--- config.mk ---
export PLATFORM = sky130hd
export DESIGN_NAME = cpu_control_unit
export DESIGN_NICKNAME = d
export VERILOG_FILES = /design/src/rtl/cpu_control_unit_pkg.sv /design/src/rtl/cpu_control_unit_decoder.sv /design/src/rtl/cpu_control_unit.sv
export SDC_FILE = /design/constraint.sdc
export NUM_CORES = 1
export LEC_CHECK = 0
export CORE_MARGIN = 2
export CORE_UTILIZATION = 45
export DETAILED_ROUTE_END_ITERATION = 8
export PLACE_DENSITY = 0.76
export SLEW_MARGIN = 30
export SYNTH_ARGS = -nofsm -noshare
export SYNTH_HDL_FRONTEND = slang
export SYNTH_SLANG_ARGS = --single-unit
--- constraint.sdc ---
create_clock -name clk -period 2.1 [get_ports clk]
set_input_delay 0.315 -clock clk [delete_from_list [all_inputs] [get_ports clk]]
set_output_delay 0.315 -clock clk [all_outputs]
set_load 0.05 [all_outputs]
--- src/rtl/cpu_control_unit_pkg.sv ---
// Shared constants for the multi-cycle control unit.
// Opcodes, FSM state encodings and ALU operation selects.
package cpu_control_unit_pkg;

    localparam int DATA_BUS_WIDTH = 16;

    localparam logic [3:0] OP_NOP  = 4'h0;
    localparam logic [3:0] OP_ADD  = 4'h1;
    localparam logic [3:0] OP_SUB  = 4'h2;
    localparam logic [3:0] OP_BEQZ = 4'h3;
    localparam logic [3:0] OP_JMP  = 4'h4;
    localparam logic [3:0] OP_HALT = 4'hF;

    localparam logic [2:0] ALU_OP_ADD = 3'd0;
    localparam logic [2:0] ALU_OP_SUB = 3'd1;
    localparam logic [2:0] ALU_OP_AND = 3'd2;
    localparam logic [2:0] ALU_OP_OR  = 3'd3;
    localparam logic [2:0] ALU_OP_XOR = 3'd4;

    typedef enum logic [2:0] {
        S_FETCH     = 3'd0,
        S_DECODE    = 3'd1,
        S_EXECUTE   = 3'd2,
        S_WRITEBACK = 3'd3,
        S_HALT      = 3'd4
    } state_t;

endpackage

--- src/rtl/cpu_control_unit_decoder.sv ---
// Combinational opcode decoder for the control unit.
// Unlisted opcodes decode as NOP (no flags set, ALU_OP_ADD).
module cu_decoder
    import cpu_control_unit_pkg::*;
(
    input  logic [3:0] opcode,
    output logic [2:0] alu_op,
    output logic       is_alu,
    output logic       is_beqz,
    output logic       is_jmp,
    output logic       is_halt
);

    always_comb begin
        alu_op  = ALU_OP_ADD;
        is_alu  = 1'b0;
        is_beqz = 1'b0;
        is_jmp  = 1'b0;
        is_halt = 1'b0;
        unique case (1'b1)
            (opcode == OP_ADD):  is_alu = 1'b1;
            (opcode == OP_SUB): begin
                is_alu = 1'b1;
                alu_op = ALU_OP_SUB;
            end
            (opcode == OP_BEQZ): is_beqz = 1'b1;
            (opcode == OP_JMP):  is_jmp = 1'b1;
            (opcode == OP_HALT): is_halt = 1'b1;
            default: ;
        endcase
    end

endmodule

--- src/rtl/cpu_control_unit.sv ---
// Multi-cycle fetch/decode/execute/writeback control unit.
// Drives register-file addresses and ALU op; tracks the Z flag.
module cpu_control_unit #(
    parameter int DATA_BUS_WIDTH = cpu_control_unit_pkg::DATA_BUS_WIDTH,
    parameter int ADDR_WIDTH     = 8
) (
    input  logic                      clk,
    input  logic                      rst_n,
    output logic [ADDR_WIDTH-1:0]     imem_addr,
    output logic                      imem_req,
    input  logic                      imem_ack,
    input  logic [DATA_BUS_WIDTH-1:0] imem_rdata,
    output logic [3:0]                rf_ra_addr,
    output logic [3:0]                rf_rb_addr,
    output logic [3:0]                rf_wa,
    output logic                      rf_we,
    output logic [2:0]                alu_op,
    input  logic                      alu_z,
    output logic                      z_flag,
    output logic                      halted
);

    import cpu_control_unit_pkg::*;

    state_t                    state;
    logic [ADDR_WIDTH-1:0]     pc;
    logic [DATA_BUS_WIDTH-1:0] ir;

    logic [2:0] dec_alu_op;
    logic       dec_is_alu;
    logic       dec_is_beqz;
    logic       dec_is_jmp;
    logic       dec_is_halt;

    logic [ADDR_WIDTH-1:0] br_tgt;
    logic [ADDR_WIDTH-1:0] jmp_tgt;

    cu_decoder u_dec (
        .opcode  (ir[15:12]),
        .alu_op  (dec_alu_op),
        .is_alu  (dec_is_alu),
        .is_beqz (dec_is_beqz),
        .is_jmp  (dec_is_jmp),
        .is_halt (dec_is_halt)
    );

    assign imem_addr  = pc;
    assign rf_ra_addr = ir[7:4];
    assign rf_rb_addr = ir[3:0];
    assign rf_wa      = ir[11:8];

    // pc already points past the branch when this is used
    assign br_tgt  = pc + ADDR_WIDTH'($signed(ir[7:0]));
    assign jmp_tgt = ADDR_WIDTH'(ir[7:0]);

    always_ff @(posedge clk or negedge rst_n) begin
        if (!rst_n) begin
            state    <= S_FETCH;
            pc       <= '0;
            ir       <= '0;
            z_flag   <= 1'b0;
            halted   <= 1'b0;
            rf_we    <= 1'b0;
            alu_op   <= ALU_OP_ADD;
            imem_req <= 1'b1;
        end else begin
            rf_we <= 1'b0;
            unique case (state)
                S_FETCH: begin
                    if (imem_ack) begin
                        ir       <= imem_rdata;
                        pc       <= pc + ADDR_WIDTH'(1);
                        imem_req <= 1'b0;
                        state    <= S_DECODE;
                    end
                end
                S_DECODE: begin
                    alu_op <= dec_alu_op;
                    unique case (1'b1)
                        dec_is_alu: state <= S_EXECUTE;
                        dec_is_halt: begin
                            halted <= 1'b1;
                            state  <= S_HALT;
                        end
                        default: begin
                            if (dec_is_jmp)
                                pc <= jmp_tgt;
                            else if (dec_is_beqz && z_flag)
                                pc <= br_tgt;
                            imem_req <= 1'b1;
                            state    <= S_FETCH;
                        end
                    endcase
                end
                S_EXECUTE: begin
                    rf_we <= 1'b1;
                    state <= S_WRITEBACK;
                end
                S_WRITEBACK: begin
                    z_flag   <= alu_z;
                    imem_req <= 1'b1;
                    state    <= S_FETCH;
                end
                S_HALT: ;
                default: state <= S_FETCH;
            endcase
        end
    end

endmodule

# [Word-level counts from Yosys, hierarchy flattened]
# Cells that the tools add are included.
[classes] n_addsub=2 eq_ne=12 n_mux=17 n_bitwise=1 n_reduce_logical=11
[ops] operator="$mux 8" n=4
[ops] operator="$pmux 8 s2" n=1
[ops] operator="$pmux 3 s4" n=1
[ops] operator="$add 8x1->8 const B" n=1
[ops] operator="$add 8x8->8" n=1
[ops] operator="$eq 4x2->1 const B" n=2
[ops] operator="$mux 1" n=8
[ops] operator="$eq 3x2->1 const B" n=2
[ops] operator="$pmux 3 s2" n=1
[ops] operator="$reduce_and 2->1" n=3
[ops] operator="$eq 4x1->1 const B" n=1
[ops] operator="$eq 4x3->1 const B" n=1
[ops] operator="$eq 4x4->1 const B" n=1
[ops] operator="$ne 2x2->1 const B" n=2
[ops] operator="$reduce_and 4->1" n=1
[ops] operator="$reduce_or 2->1" n=2
[ops] operator="$eq 3x1->1 const B" n=1
[ops] operator="$eq 3x3->1 const B" n=1
[ops] operator="$logic_not 3->1" n=1
[ops] operator="$mux 3" n=1
[ops] operator="$ne 3x3->1 const B" n=1
[ops] operator="$pmux 1 s3" n=1
[ops] operator="$reduce_and 3->1" n=1
[ops] operator="$reduce_bool 3->1" n=1
[ops] operator="other kinds (3)" n=3
[word_totals] regBits=34 inputBits=20 out_inout_bits=27 wordCells=51

# [Logic depth before layout (Yosys ltp)]
# Gate-level depths: netlist (run 1).
[depth] depth_word=7 ltp_mapped=9

# [By module]
# Synthesis (run 1) repeated with hierarchy kept, for this count alone.
[unflattened] hier_cells=233 hier_area_um2=2063.2
[by_module_without_submodules] mod="cpu_control_unit" instances=1 cells_each=222 area_per_inst_um2=1985.7 seq_area_each_um2=852.1
[by_module_without_submodules] mod="cu_decoder" instances=1 cells_each=11 area_per_inst_um2=77.6 seq_area_each_um2=0.0

# [Worst setup path after synthesis (run 1)]
# OpenSTA, ideal clock, no wires.
[synth_path] path_kind="register to register" from="register pc[0] (netlist: imem_addr[0])" to="register pc[6] (netlist: imem_addr[6])" setup_time_ps=155 arrival_ps=2257 required_ps=1945 setup_slack_ps=-313 path_stages_with_launch=10 path_buffers=0 path_cell_list="dfrtp_1 ha_1 inv_1 fa_1 nor2b_1 o21a_1 o21ai_0 mux2i_1 o311ai_0 o311ai_0"
[synth_via] elab_chain_cells=5 word_cells_on_any_way=7
[synth_rtl] item="start, declared" line_no="cpu_control_unit.sv:26" text="logic [ADDR_WIDTH-1:0] pc;"
[synth_rtl] item="start signal, assigned" line_no="cpu_control_unit.sv:72" text="pc <= pc + ADDR_WIDTH'(1);"
[synth_rtl] item="start signal, assigned" line_no="cpu_control_unit.sv:87" text="pc <= jmp_tgt;"
[synth_rtl] item="start signal, assigned" line_no="cpu_control_unit.sv:89" text="pc <= br_tgt;"
[synth_rtl] item="$add 8x8->8" line_no="cpu_control_unit.sv:53" text="assign br_tgt = pc + ADDR_WIDTH'($signed(ir[7:0]));"
[synth_rtl] item="$mux 8" line_no="cpu_control_unit.sv:88" text="else if (dec_is_beqz && z_flag)"
[synth_rtl] item="$mux 8" line_no="cpu_control_unit.sv:86" text="if (dec_is_jmp)"
[synth_rtl] item="$mux 8" line_no="cpu_control_unit.sv:79" text="unique case (1'b1)"
[synth_rtl] item="$pmux 8 s2 (*)" line_no="cpu_control_unit.sv:68" text="unique case (state)"
# Mark *: on every way between the ends. The rest lies on a longest branch, timed or not. The select of a mux whose other input is x is not followed.
# A chain may end at the register's enable or synchronous reset.

# [Worst setup path after layout (run 1)]
[layout_path] from="register pc[1] (netlist: imem_addr[1])" to="register pc[7] (netlist: imem_addr[7])"
# The elaborated chain is that of the path after synthesis.

==> results by group, run 1 <==
Status
  – Status: finished, final reports clean

Drt
  – Met2 routed WL: just over 2000 um
  – DRC: 0
  – Routed vias/inst: just over 5
  – Remaining antenna violation count after routing: 0
  – Iter 0 DRT Violations: 73
  – WL/cell: between 10 and 15 um
  – Vias: around 1700
  – Drt pass-1 iters: 4
  – Top routing layer used: met4
  – Met3 WL: 203 um
  – WL met1: 2121 um
  – DRT Wirelength: approximately 4500 um

Yosys
  – List of most frequent post-synthesis cells: 61 x nand2_1, 31 x dfrtp_1, 15 x buf_4, 15 x nor2_1, 12 x o21ai_0
  – Simple-Gate Fraction of Synth Area: 0.2665
  – Mux contribution to synthesized area: 0.02109
  – Top-count cell post-synth: nand2_1
  – Yosys cell types: 49
  – Xor/xnor share of the synthesized area: 0.02684
  – Sequential area share after synthesis: 0.4096
  – Top cells by area, synth: dfrtp_1 40%, nand2_1 12%, buf_4 5.8%
  – Compound-Gate Fraction of Synth Area: 0.1259
  – Largest family of logic cells by synthesized area: simple AND/OR/NAND/NOR gates
  – Synth Flop Type: dfrtp_1
  – Netlist Area Pre-Place: 1958 um^2
  – Synth top area share: 0.3962
  – Fraction of registers with async set/reset: 1.000
  – Yosys reg bits: 32
  – Number of flops mapped to enable cells by yosys: 0
  – Adder-Cell Fraction of Synth Area: 0.06134
  – Cell taking the most area after synthesis: dfrtp_1
  – Yosys warns: 0
  – Synth Instances: about 230
  – Syn avg cell area: around 8.6 um^2

STA
  – Fin crit period: around 2 ns
  – Layout Skew: 0.004093 ns
  – Maximum clock rate: 498.3 MHz
  – Slew margin rel.: 0.6607
  – Slew Viols, Final: 0
  – Worst-Margin Slew: 0.5073 ns
  – Final setup fails: 0
  – Unrepaired setup endpoints after global routing: false
  – Period utilisation layout: 0.9557
  – Final hold vios: 0

Clocking
  – Clk root buf: clkbuf_8
  – Worst-path clk slew: around 0.070 ns
  – Worst skew pair latency: 0.29 ns
  – Total CTS buffers: 5
  – Max Root-Sink Buffers: 2
  – Sink Count: 32
  – Hold_buf cts: 0
  – CTS tree: yes
  – Setup Buffers After CTS: 0
  – Max H-tree Level: 2

Finish
  – Final Util: 0.6353
  – ANT cells: 0
  – Layout area overhead: 32.59%
  – Nets: between 300 and 400
  – Share of cells above drive strength 1: 0.1727

Worst setup path
  – CP startpoint kind: flip-flop
  – WS Path Type: reg -> reg
  – Crit path arrival time: roughly 2.2 ns
  – Slowest-stage cell, CP: dfrtp_2
  – Slowest Stage Delay on Critical Path: about 0.43 ns
  – CP Buf/Inv Count: 0
  – Critical-path cell list: ha_1, a21oi_2, o22ai_1, o41ai_2, mux2i_1, xnor2_1, o221a_2
  – Delay-heaviest family, CP: compound AO/OA/AOI/OAI gates
  – Critical-path maximum fanout: 4
  – WP data required: roughly 2.3 ns
  – Worst setup EP type: flip-flop

Global routing
  – Vias in the first global route: around 1600
  – Largest net degree at the start of global routing: 33
  – First-pass GRT wire length: between 7000 and 8000 um
  – Initial antenna violation count: 0
  – Total gr overflow: 0
  – GRT Util Overall: 0.1979

Place
  – Port Buf Inserts: 44
  – Post-DP HPWL: 3319 um
  – Placer congestion estimate: approximately 0.84

Floorplan
  – Row cnt: 23
  – I/O Pins: 47
  – Initial Utilization: 0.4792
  – Core ar.: between 4000 and 5000 um^2
  – Die width: approximately 70 um
  – Total die area: around 5000 um^2
  – Die Y: around 70 um

Job
  – Max-cap violations: 0

Hold path
  – Worst Hold Class: in -> async
-- registers in the layout, summed over array words and instances (netlist names) --
register   flops
state          3
imem_addr      8
rf_we          1
halted         1
ir            16
alu_op         1
imem_req       1
z_flag         1
-- what timing repair did --
action	CTS	global route
pin swaps	0	3
gates resized for setup	1	4
endpoints found under the setup margin	1	2
-- cell usage in the layout, fill, tap and decap left out, drive strengths merged, types with 2 or more instances in the layout --
master,Yosys,layout
a31oi,4,4
or3,3,3
nor2,16,16
nand2,61,61
clkbuf,4,5
nand2b,5,5
clkdlybuf4s50,0,44
nor3,3,3
ha,8,8
nor4,3,3
mux2i,3,3
nand3,5,5
conb,1,2
dfrtp,31,31
a21oi,6,6
inv,7,7
xnor2,5,5
a211oi,2,2
o21a,2,2
o311ai,2,2
nor2b,4,4
or2,2,2
clkinv,0,3
buf,17,19
o21ai,12,12
a32o,2,2
-- per-stage QoR --
| step | hold slack, ns | instance area [um^2] | TNS (ns) | std cells | setup WS [ns] |
|---|---|---|---|---|---|
| after detailed placement | 0.4620 | 2487 | -0.06305 | 320 | -0.06305 |
| after global placement | 0.4582 | 2487 | -0.01673 | 320 | -0.01673 |
| final | 0.4264 | 2596 | 0 | 328 | 0.09298 |
| after CTS | 0.4364 | 2582 | 0 | 328 | 0.003904 |
| after global routing | 0.4563 | 2596 | 0 | 328 | 0.01126 |
| after floorplan | 0.01941 | 1981 | -0.03523 | 228 | -0.03523 |
-- kinds of logic (layout without fill, tap and decap cells) --
family / count (synthesis) / after routing
other: 1 / 2
adder cells (fa/ha/maj): 9 / 9
multiplexers: 4 / 4
flip-flops: 32 / 32
buffers and inverters: 28 / 78
XOR/XNOR: 6 / 6
AO/OA/AOI/OAI: 37 / 37
AND/OR/NAND/NOR: 110 / 110
-- routing by layer --
metal,vias up,GRT usage
met3,6,0.03319
met1,776,0.2653
li1,856,-
met5,-,0
met2,41,0.3164
met4,0,0.08333
-- final timing paths --
kind / from / endpoint / slack [ns] / cells past startpoint
setup / recovery: imem_addr[1] / imem_addr[7] / 0.09 / 7
max in group asynchronous: rst_n / imem_req / 1.35 / 2
min in group clk: ir[10] / ir[10] / 0.48 / 2
hold reg to reg: ir[10] / ir[10] / 0.48 / 2
setup reg to reg: imem_addr[1] / imem_addr[7] / 0.09 / 7
hold / removal: rst_n / ir[9] / 0.43 / 2
-- layout make-up --
class / count / area (um^2)
Timing Repair Buffer: 63 / 583.1
Sequential cell: 32 / 808.3
Clock inverter: 3 / 18.77
Fill cell: 352 / 1490
Tap cell: 50 / 62.56
Multi-Input combinational cell: 168 / 1028
Inverter: 7 / 26.28
Clock buffer: 5 / 68.82
Power of run 1 is not shown: default switching activity piles up to over one toggle a cycle in this logic, so the estimate is an artifact.
==> run 2, diff against run 1 <==
- CTS_CLUSTER_DIAMETER: not set -> 150
==> results of run 2 <==
Final layout, timing and power as in run 1 (identical DEF).
Power of run 2 is left out for the same reason.
